## src/rtl/mult_iter.sv

```systemverilog
// Iterative shift-add integer multiplier with valid/ready handshakes.
// One partial product per clock; signed mode works on magnitudes and fixes the sign at the end.
module mult_iter #(
  parameter int WIDTH = 4,
  parameter int CNT_W = $clog2(WIDTH+1)
) (
  input  logic               clk,
  input  logic               rst,
  input  logic               in_valid,
  output logic               in_ready,
  input  logic               in_signed,
  input  logic [WIDTH-1:0]   a,
  input  logic [WIDTH-1:0]   b,
  output logic               out_valid,
  input  logic               out_ready,
  output logic [2*WIDTH-1:0] product,
  output logic               busy
);
  localparam int PW = 2*WIDTH;
  localparam logic [CNT_W-1:0] CNT_LAST = CNT_W'(WIDTH-1);

  typedef enum logic [1:0] {IDLE, BUSY, DONE} state_t;
  state_t state, state_nxt;

  logic [PW-1:0]    mcand, acc, acc_nxt;
  logic [WIDTH-1:0] mplier, a_mag, b_mag;
  logic [CNT_W-1:0] cnt;
  logic             neg, last;

  // Most-negative operand negates to itself, which reads correctly as an unsigned magnitude.
  assign a_mag   = (in_signed && a[WIDTH-1]) ? -a : a;
  assign b_mag   = (in_signed && b[WIDTH-1]) ? -b : b;
  assign acc_nxt = acc + (mplier[0] ? mcand : '0);
  assign last    = (cnt == CNT_LAST);

  always_ff @(posedge clk or posedge rst) begin
    if (rst) state <= IDLE;
    else     state <= state_nxt;
  end

  always_comb begin
    state_nxt = state;
    in_ready  = 1'b0;
    busy      = 1'b0;
    case (state)
      IDLE: begin
        in_ready = 1'b1;
        if (in_valid) state_nxt = BUSY;
      end
      BUSY: begin
        busy = 1'b1;
        if (last) state_nxt = DONE;
      end
      DONE:    if (out_ready) state_nxt = IDLE;
      default: state_nxt = IDLE;
    endcase
  end

  always_ff @(posedge clk or posedge rst) begin
    if (rst) begin
      mcand     <= '0;
      mplier    <= '0;
      acc       <= '0;
      cnt       <= '0;
      neg       <= 1'b0;
      product   <= '0;
      out_valid <= 1'b0;
    end else begin
      case (state)
        IDLE: if (in_valid) begin
          mcand  <= PW'(a_mag);
          mplier <= b_mag;
          neg    <= in_signed && (a[WIDTH-1] ^ b[WIDTH-1]);
          acc    <= '0;
          cnt    <= '0;
        end
        BUSY: begin
          acc    <= acc_nxt;
          mcand  <= mcand << 1;
          mplier <= mplier >> 1;
          cnt    <= cnt + 1'b1;
          if (last) begin
            product   <= neg ? -acc_nxt : acc_nxt;
            out_valid <= 1'b1;
          end
        end
        DONE:    if (out_ready) out_valid <= 1'b0;
        default: ;
      endcase
    end
  end
endmodule

```

## config.mk

```make
export PLATFORM = sky130hd
export DESIGN_NAME = mult_iter
export DESIGN_NICKNAME = d
export VERILOG_FILES = /design/src/rtl/mult_iter.sv
export SDC_FILE = /design/constraint.sdc
export NUM_CORES = 1
export LEC_CHECK = 0
export CAP_MARGIN = 20
export CORE_ASPECT_RATIO = 1.4
export CORE_MARGIN = 3
export CORE_UTILIZATION = 30
export CTS_BUF_LIST = sky130_fd_sc_hd__clkbuf_2
export DETAILED_ROUTE_END_ITERATION = 6
export PLACE_DENSITY = 0.49
export REMOVE_ABC_BUFFERS = 1
export SLEW_MARGIN = 5
export SYNTH_ARGS = -nofsm -noshare
export SYNTH_HDL_FRONTEND = slang
export SYNTH_SLANG_ARGS = --single-unit
```

## constraint.sdc

```tcl
create_clock -name clk -period 4.5 [get_ports clk]
set_input_delay 1.125 -clock clk [delete_from_list [all_inputs] [get_ports clk]]
set_output_delay 1.125 -clock clk [all_outputs]
set_load 0.05 [all_outputs]
```

==> Word-level counts from Yosys, hierarchy flattened <==
Index checks and enable logic that the tools add are counted.
{ "classes": {"reduce_logical": 11, "muxes": 21, "eq_ne": 6, "bitwise_logic": 1, "n_addsub": 5} }
{ "op_table": {"columns": ["cell", "n"], "rows": [
  ["2-to-1 mux 8 bit", 4],
  ["one-hot mux 8 bit (2 select lines)", 2],
  ["2-to-1 mux 4 bit", 3],
  ["adder 8 bit", 1],
  ["negation 4 bit", 2],
  ["negation 8 bit", 1],
  ["one-hot mux 4 bit (2 select lines)", 1],
  ["2-to-1 mux 2 bit", 3],
  ["inequality test 2 bit, second input constant", 3],
  ["one-hot mux 2 bit (3 select lines)", 1],
  ["one-hot mux 3 bit (2 select lines)", 1],
  ["AND reduction 2 bit", 3],
  ["AND reduction 3 bit", 2],
  ["2-to-1 mux 1 bit", 4],
  ["nonzero test 2 bit", 2],
  ["adder 3 x 1 -> 3 bit, second input constant", 1],
  ["equality test 3 x 2 -> 1 bit, second input constant", 1],
  ["logical AND 1 bit", 3],
  ["2-to-1 mux 3 bit", 1],
  ["equality test 2 x 1 -> 1 bit, second input constant", 1],
  ["equality test 2 bit, second input constant", 1],
  ["logical NOT 2 bit", 1],
  ["one-hot mux 1 bit (2 select lines)", 1],
  ["bitwise XOR 1 bit", 1]
]} }
{ "totals": {"ff_bits": 35, "output_inout_bits": 11, "elab_cells": 52, "in_bits": 13} }

==> Depth between registers and ports, before layout <==
{ "logic_depth": {"depth_word": 4, "mapped_depth": 9, "depth_no_buf": 9} }

==> Least setup slack after synthesis <==
No wires, ideal clock.
{ "synth_timing": {"kind": "reg-to-reg", "startpoint": "register mplier[0]", "endpoint": "register product[7]", "stages_incl_launch_ff": 10, "setup_slack_ns": 1.755, "period_less_slack_ns": 2.745, "arrival_ns": 2.619, "path_buffers": 0, "setup_ns": 0.126, "required_ns": 4.374, "path_cell_list": "dfrtp_1 -> and2_1 -> ha_1 -> fa_1 -> a211oi_2 -> nor4b_1 -> or4_4 -> o41ai_2 -> xor2_1 -> o21ai_1"} }
{ "synth_via": {"elab_chain_len": 4} }
{ "synth_lines": {"columns": ["element", "line", "rtl"], "rows": [
  ["start, declared", "26", "logic [WIDTH-1:0] mplier, a_mag, b_mag;"],
  ["start signal, assigned", "72", "mplier <= b_mag;"],
  ["start signal, assigned", "80", "mplier <= mplier >> 1;"],
  ["2-to-1 mux 8 bit (*)", "33", "assign acc_nxt = acc + (mplier[0] ? mcand : '0);"],
  ["adder 8 bit (*)", "33", null],
  ["negation 8 bit", "83", "product <= neg ? -acc_nxt : acc_nxt;"],
  ["2-to-1 mux 8 bit (*)", "83", null],
  ["end signal, assigned", "83", null],
  ["end, declared", "16", "output logic [2*WIDTH-1:0] product,"]
]} }
Mark *: on every way between the ends. The rest lies on a longest branch, timed or not.
A chain may end at the register's enable or synchronous reset.

==> Worst setup path in the final report <==
{ "layout_timing": {"startpoint": "register state[1]", "endpoint": "output port busy"} }
{ "layout_via": {"elab_chain_len": 2} }
{ "layout_lines": {"columns": ["element", "line", "rtl"], "rows": [
  ["start, declared", "23", "state_t state, state_nxt;"],
  ["start signal, assigned", "38", "else state <= state_nxt;"],
  ["equality test 2 x 1 -> 1 bit", "45", "case (state)"],
  ["2-to-1 mux 1 bit", "45", null],
  ["end, declared", "17", "output logic busy"]
]} }
Every way passes these cells.

==> impl_metrics.yaml <==
synth:
  yosys_warnings: 0
  synth-seq-cells: 35
  syn_avg_cell_area_um2: 9.19
  synthArstFlopShare: 1.00
  synth-seq-area-share: 0.437
  netlist_instances: 218
  yosys-top-cells-area: "dfrtp_1 (44%), nand2_1 (8.1%), ha_1 (7.5%)"
  ys_types: 38
  synth_top_cell_by_area: "dfrtp_1"
  synth_edf_count: 0
  synth-main-ff-cell: "dfrtp_1"
  synth_top_area_share: 0.437
  syn-cell-area_um2: 2000
detailed_routing:
  vias_per_cell: 4.93
  wl_mm: 4.12
  post-route-drc-count: 0
  drtIter0Drc: 32
  postRouteAntennaNets: 0
  wl_per_cell_um: 13.1
  dr_total_vias: 1554
  dr.pass1.iters: 4
pwr:
  seqPwrFrac: 0.321
  leakage_nw: 1.12
  internal_power_mw: 0.847
  p_sw_mw: 0.804
  power.density_nw_per_um2: 702
  power.total_mw: 1.65
  ir_drop_uv: 173
  power_frac_clock: 0.091
  p_comb_frac: 0.588
  sw_frac_of_total: 0.487
placed_design:
  hpwl_mm: 3.07
  gp_congestion: 0.760
  port_buffers: 23
  dp.cells: 307
die:
  die-area_um2: 7710
  initial_core_util: 0.316
  io_pins: 24
  die_h_um: 103
  core_area_um2: 6340
  die_w_um: 75.1
  placement_rows: 34
clocking:
  path_clk_slew_ns: 0.19
  htreeDepth: 2
  cts_setup_buffers: 0
  cts_max_path_buffers: 2
  cts_tree: "done"
  cts.sinks: 35
  cts_buffers: 5
  postCtsHoldBufs: 0
  cts.repair.resized: 0
  clock_latency_ns: 0.37
  cts_root_buffer: "clkbuf_2"
sta:
  tns_ns: 0
  max_freq_ghz: 0.288
  fin_crit_sh: 0.771
  period_needed_ns: 3.47
  finalHoldViolCount: 0
  slew_headroom: 0.537
  maxSlewViolCount: 0
  finClkSkew_ns: 0.00837
  worst_pin_slew_ns: 0.693
  rsz0062_at_grt: "false"
  setup_violations: 0
layout:
  final_cell_mix: "nand2_1 (43), dfrtp_1 (35), clkdlybuf4s50_1 (23)"
  area_growth_pct: 17.4
  fillerInstances: 660
  final_common_cell: "nand2_1"
  fin_cells: 315
  n_antenna_cell: 0
  nNetsFinal: 268
  drive_gt1_frac: 0.0741
worst_setup_path:
  path_max_fanout: 22
  r2r-end: "product[7]$_DFFE_PP0P_"
  worst-setup-path-type: "reg -> out"
  worstSetupStartpoint: "state[1]$_DFFE_PP0P_"
  rrSetupSlack_ns: 1.53
  start_kind: "flop"
  end_kind: "output port"
  r2r-start: "mplier[0]$_DFFE_PP0P_"
  ff2ff_path_depth: 9
  required_ns: 3.38
  crit_arrival_ns: 2.34
global_route:
  track_usage: 0.119
  antenna_found_initial: 0
  grt_pass1_wl_mm: 7.05
  grt_max_degree: 36
  grt_overflow_total: 0
  grt_pass1_vias: 1511
hold_path:
  whs_path_depth: 1
  worstHoldStart: "cnt[0]$_DFFE_PP0P_"
  hp-class: "reg -> reg"
  min_to: "cnt[0]$_DFFE_PP0P_"
job:
  cap_violations: 0
run_status:
  status: "completed"
-- kinds of logic after synthesis --
group                    after synthesis  share of synthesized area
buffers and inverters                 18                     0.0337
flip-flops                            35                      0.437
XOR/XNOR                              15                     0.0731
adder cells (fa/ha/maj)               13                     0.0849
AND/OR/NAND/NOR                       85                      0.194
AO/OA/AOI/OAI                         48                      0.157
multiplexers                           4                     0.0200
-- cells in the mapped netlist, types with 4 or more instances --
| cell type | count |
|---|---|
| nand2_1 | 43 |
| dfrtp_1 | 35 |
| nand3_1 | 16 |
| o21ai_1 | 13 |
| ha_1 | 12 |
| o21ai_0 | 10 |
| inv_1 | 9 |
| nor2_1 | 9 |
| and2_1 | 8 |
| xor2_1 | 8 |
| a22oi_1 | 6 |
| clkbuf_1 | 6 |
| a21oi_1 | 5 |
| xnor2_1 | 5 |
| mux2i_1 | 4 |
-- sequential cells by signal, summed over array words and instances, names as in the netlist --
name	count
acc	8
product	8
mcand	8
out_valid	1
cnt	3
state	2
neg	1
mplier	4
-- how the worst max path moves through the flow --
stage	depth (start not counted)	end
finish	5	busy
global route	5	busy
CTS	5	busy
detailed placement	5	busy
global placement	5	busy
floorplan	9	product[7]$_DFFE_PP0P_
-- critical path: stages (launching register included) --
cell and delay, ns:
dfrtp_1 0.44, inv_1 0.10, nand2_1 0.06, buf_4 0.21, inv_2 0.29, clkdlybuf4s50_1 0.88
-- power groups by stage --
stage / sequential, mW / clock [mW] / combinational (mW)
4_1_cts: 0.533 / 0.162 / 0.989
2_1_floorplan: 0.627 / 0 / 0.625
3_3_place_gp: 0.537 / 0 / 0.982
5_1_grt: 0.551 / 0.171 / 1.09
3_5_place_dp: 0.540 / 0 / 0.983
6_report: 0.530 / 0.150 / 0.970
-- final cells by class --
type                       instances  area (µm²)  share of cell area
clock buffer                       6        30.0              0.0128
inverter                          10        37.5              0.0160
timing repair buffer              25         245               0.104
tap                               72        90.1              0.0383
clock inverter                     2        12.5             0.00532
sequential                        35         876               0.373
multi-input combinational        165        1060               0.451
-- per-layer routing --
layer | vias up | wire length (µm) | track usage
li1 | 801 | - | -
met1 | 725 | 1730 | 0.139
met2 | 24 | 2220 | 0.207
met3 | 4 | 105 | 0.0234
met4 | 0 | 63 | 0.0521
met5 | - | 0 | 0
-- metrics by stage --
stage | area, µm² | hold slack, ns | setup WS, ns | util
final | 2350 | 0.496 | 1.03 | 0.371
after global routing | 2350 | 0.539 | 0.879 | 0.371
after CTS | 2350 | 0.504 | 1.01 | 0.371
after detailed placement | 2310 | 0.470 | 1.49 | 0.364
after global placement | 2310 | 0.460 | 1.51 | 0.364
after floorplan | 1970 | 0.452 | 1.75 | -
Power figures use the tool's default switching activity.
==> patch: new RTL, same flow settings <==
`WIDTH`: 4 -> 8.
--- a/src/rtl/mult_iter.sv
+++ b/src/rtl/mult_iter.sv
@@ -2,5 +2,5 @@
 // One partial product per clock; signed mode works on magnitudes and fixes the sign at the end.
 module mult_iter #(
-  parameter int WIDTH = 4,
+  parameter int WIDTH = 8,
   parameter int CNT_W = $clog2(WIDTH+1)
 ) (
Interface: changed (resized a, b and product); port bits go from 24 to 40. The function was not compared with the original's and may differ.
==> patch against the unedited design <==
  * Clock skew increased by 17 ps
  * Power increased by 110%
  * Final area increased by 100%
  * Synthesized cell count increased by 100%
  * Routed wire length increased by 110%
  * Synthesized area increased by 98%
  * Critical endpoint is now product[14]$_DFFE_PP0P_
  * Worst setup slack improved by 37 ps
  * Sequential cell count increased by 29
==> patch: results (changes against the unedited design) <==
| Metric | Value |
|---|---|
| Top cells by count, synth | `64 x dfrtp_1, 61 x nand2_1, 52 x o21ai_0` |
| Minimum hold slack | `504 ps (+7.76 ps)` |
| Hold path cells | `2 (+1)` |
| Met1 Wirelength | `3.88 mm (+120%)` |
| Leakage | `2.07 nW (+85%)` |
| Final HPWL DP | `6.63 mm (+120%)` |
| Skew-Pair Late Insertion Delay | `530 ps (+160 ps)` |
| Nets | `514 (+92%)` |
| Final cell count without fillers | `632 (+100%)` |
| Clock Skew | `25.6 ps (+17.3 ps)` |
| Total CTS buffers | `9 (+4)` |
| PortBufs | `39 (+70%)` |
| GRT Util Overall | `12.9% (+0.99 points)` |
| Routed WL per cell | `14.0 um (+7.0%)` |
| Seq/Total Area, Yosys | `40.3% (-3.4 points)` |
| Met2 wire len | `4.41 mm (+99%)` |
| Outcome | `finished clean` |
| Top post-synthesis cells by area | `dfrtp_1 40%, o21ai_0 6.6%, ha_1 6.0%, nand2_1 5.8%, xnor2_1 5.1%` |
| Initial drt markers | `114 (+260%)` |
| Yosys cell types | `55 (+45%)` |
| Critical-path top delay cell | `dfrtp_1` |
| Antenna violations before repair | `1 (+1)` |
| RR Endpoint | `product[14]$_DFFE_PP0P_` |
| Largest net degree at the start of global routing | `37 (+2.8%)` |
| WHS Endpoint | `product[11]$_DFFE_PP0P_` |
==> patch: kinds of logic after synthesis <==
family | count (synthesis) | share of synthesized area, %
mux | 3 | 0.756
compound gates | 128 | 20.6
xor+xnor | 39 | 10.0
simple gates | 149 | 18.8
buf+inv | 32 | 3.02
flops | 64 | 40.3
fa+ha+maj | 20 | 6.49
==> patch: area by class of cell <==
cell class / count / area (sq um)
Clock inverter: 7 / 96.3
Clock buffer: 9 / 45.0
Sequential cell: 64 / 1600
Inverter: 15 / 56.3
Tap cell: 153 / 191
Fill cell: 1364 / 8180
Timing Repair Buffer: 44 / 448
Antenna cell: 1 / 2.50
Multi-Input combinational cell: 339 / 2250
==> patch: power by group <==
group,internal [W],switching [W],total [W]
clock,0.000183,0.000227,0.000411
sequential,0.000815,0.000180,0.000995
combinational,0.000780,0.00125,0.00203
==> patch: layer usage <==
layer | vias to the layer above | global-route usage (%)
met2 | 68 | 21.7
met5 | - | 0
met4 | 0 | 6.96
met3 | 16 | 1.47
li1 | 1604 | -
met1 | 1510 | 15.8
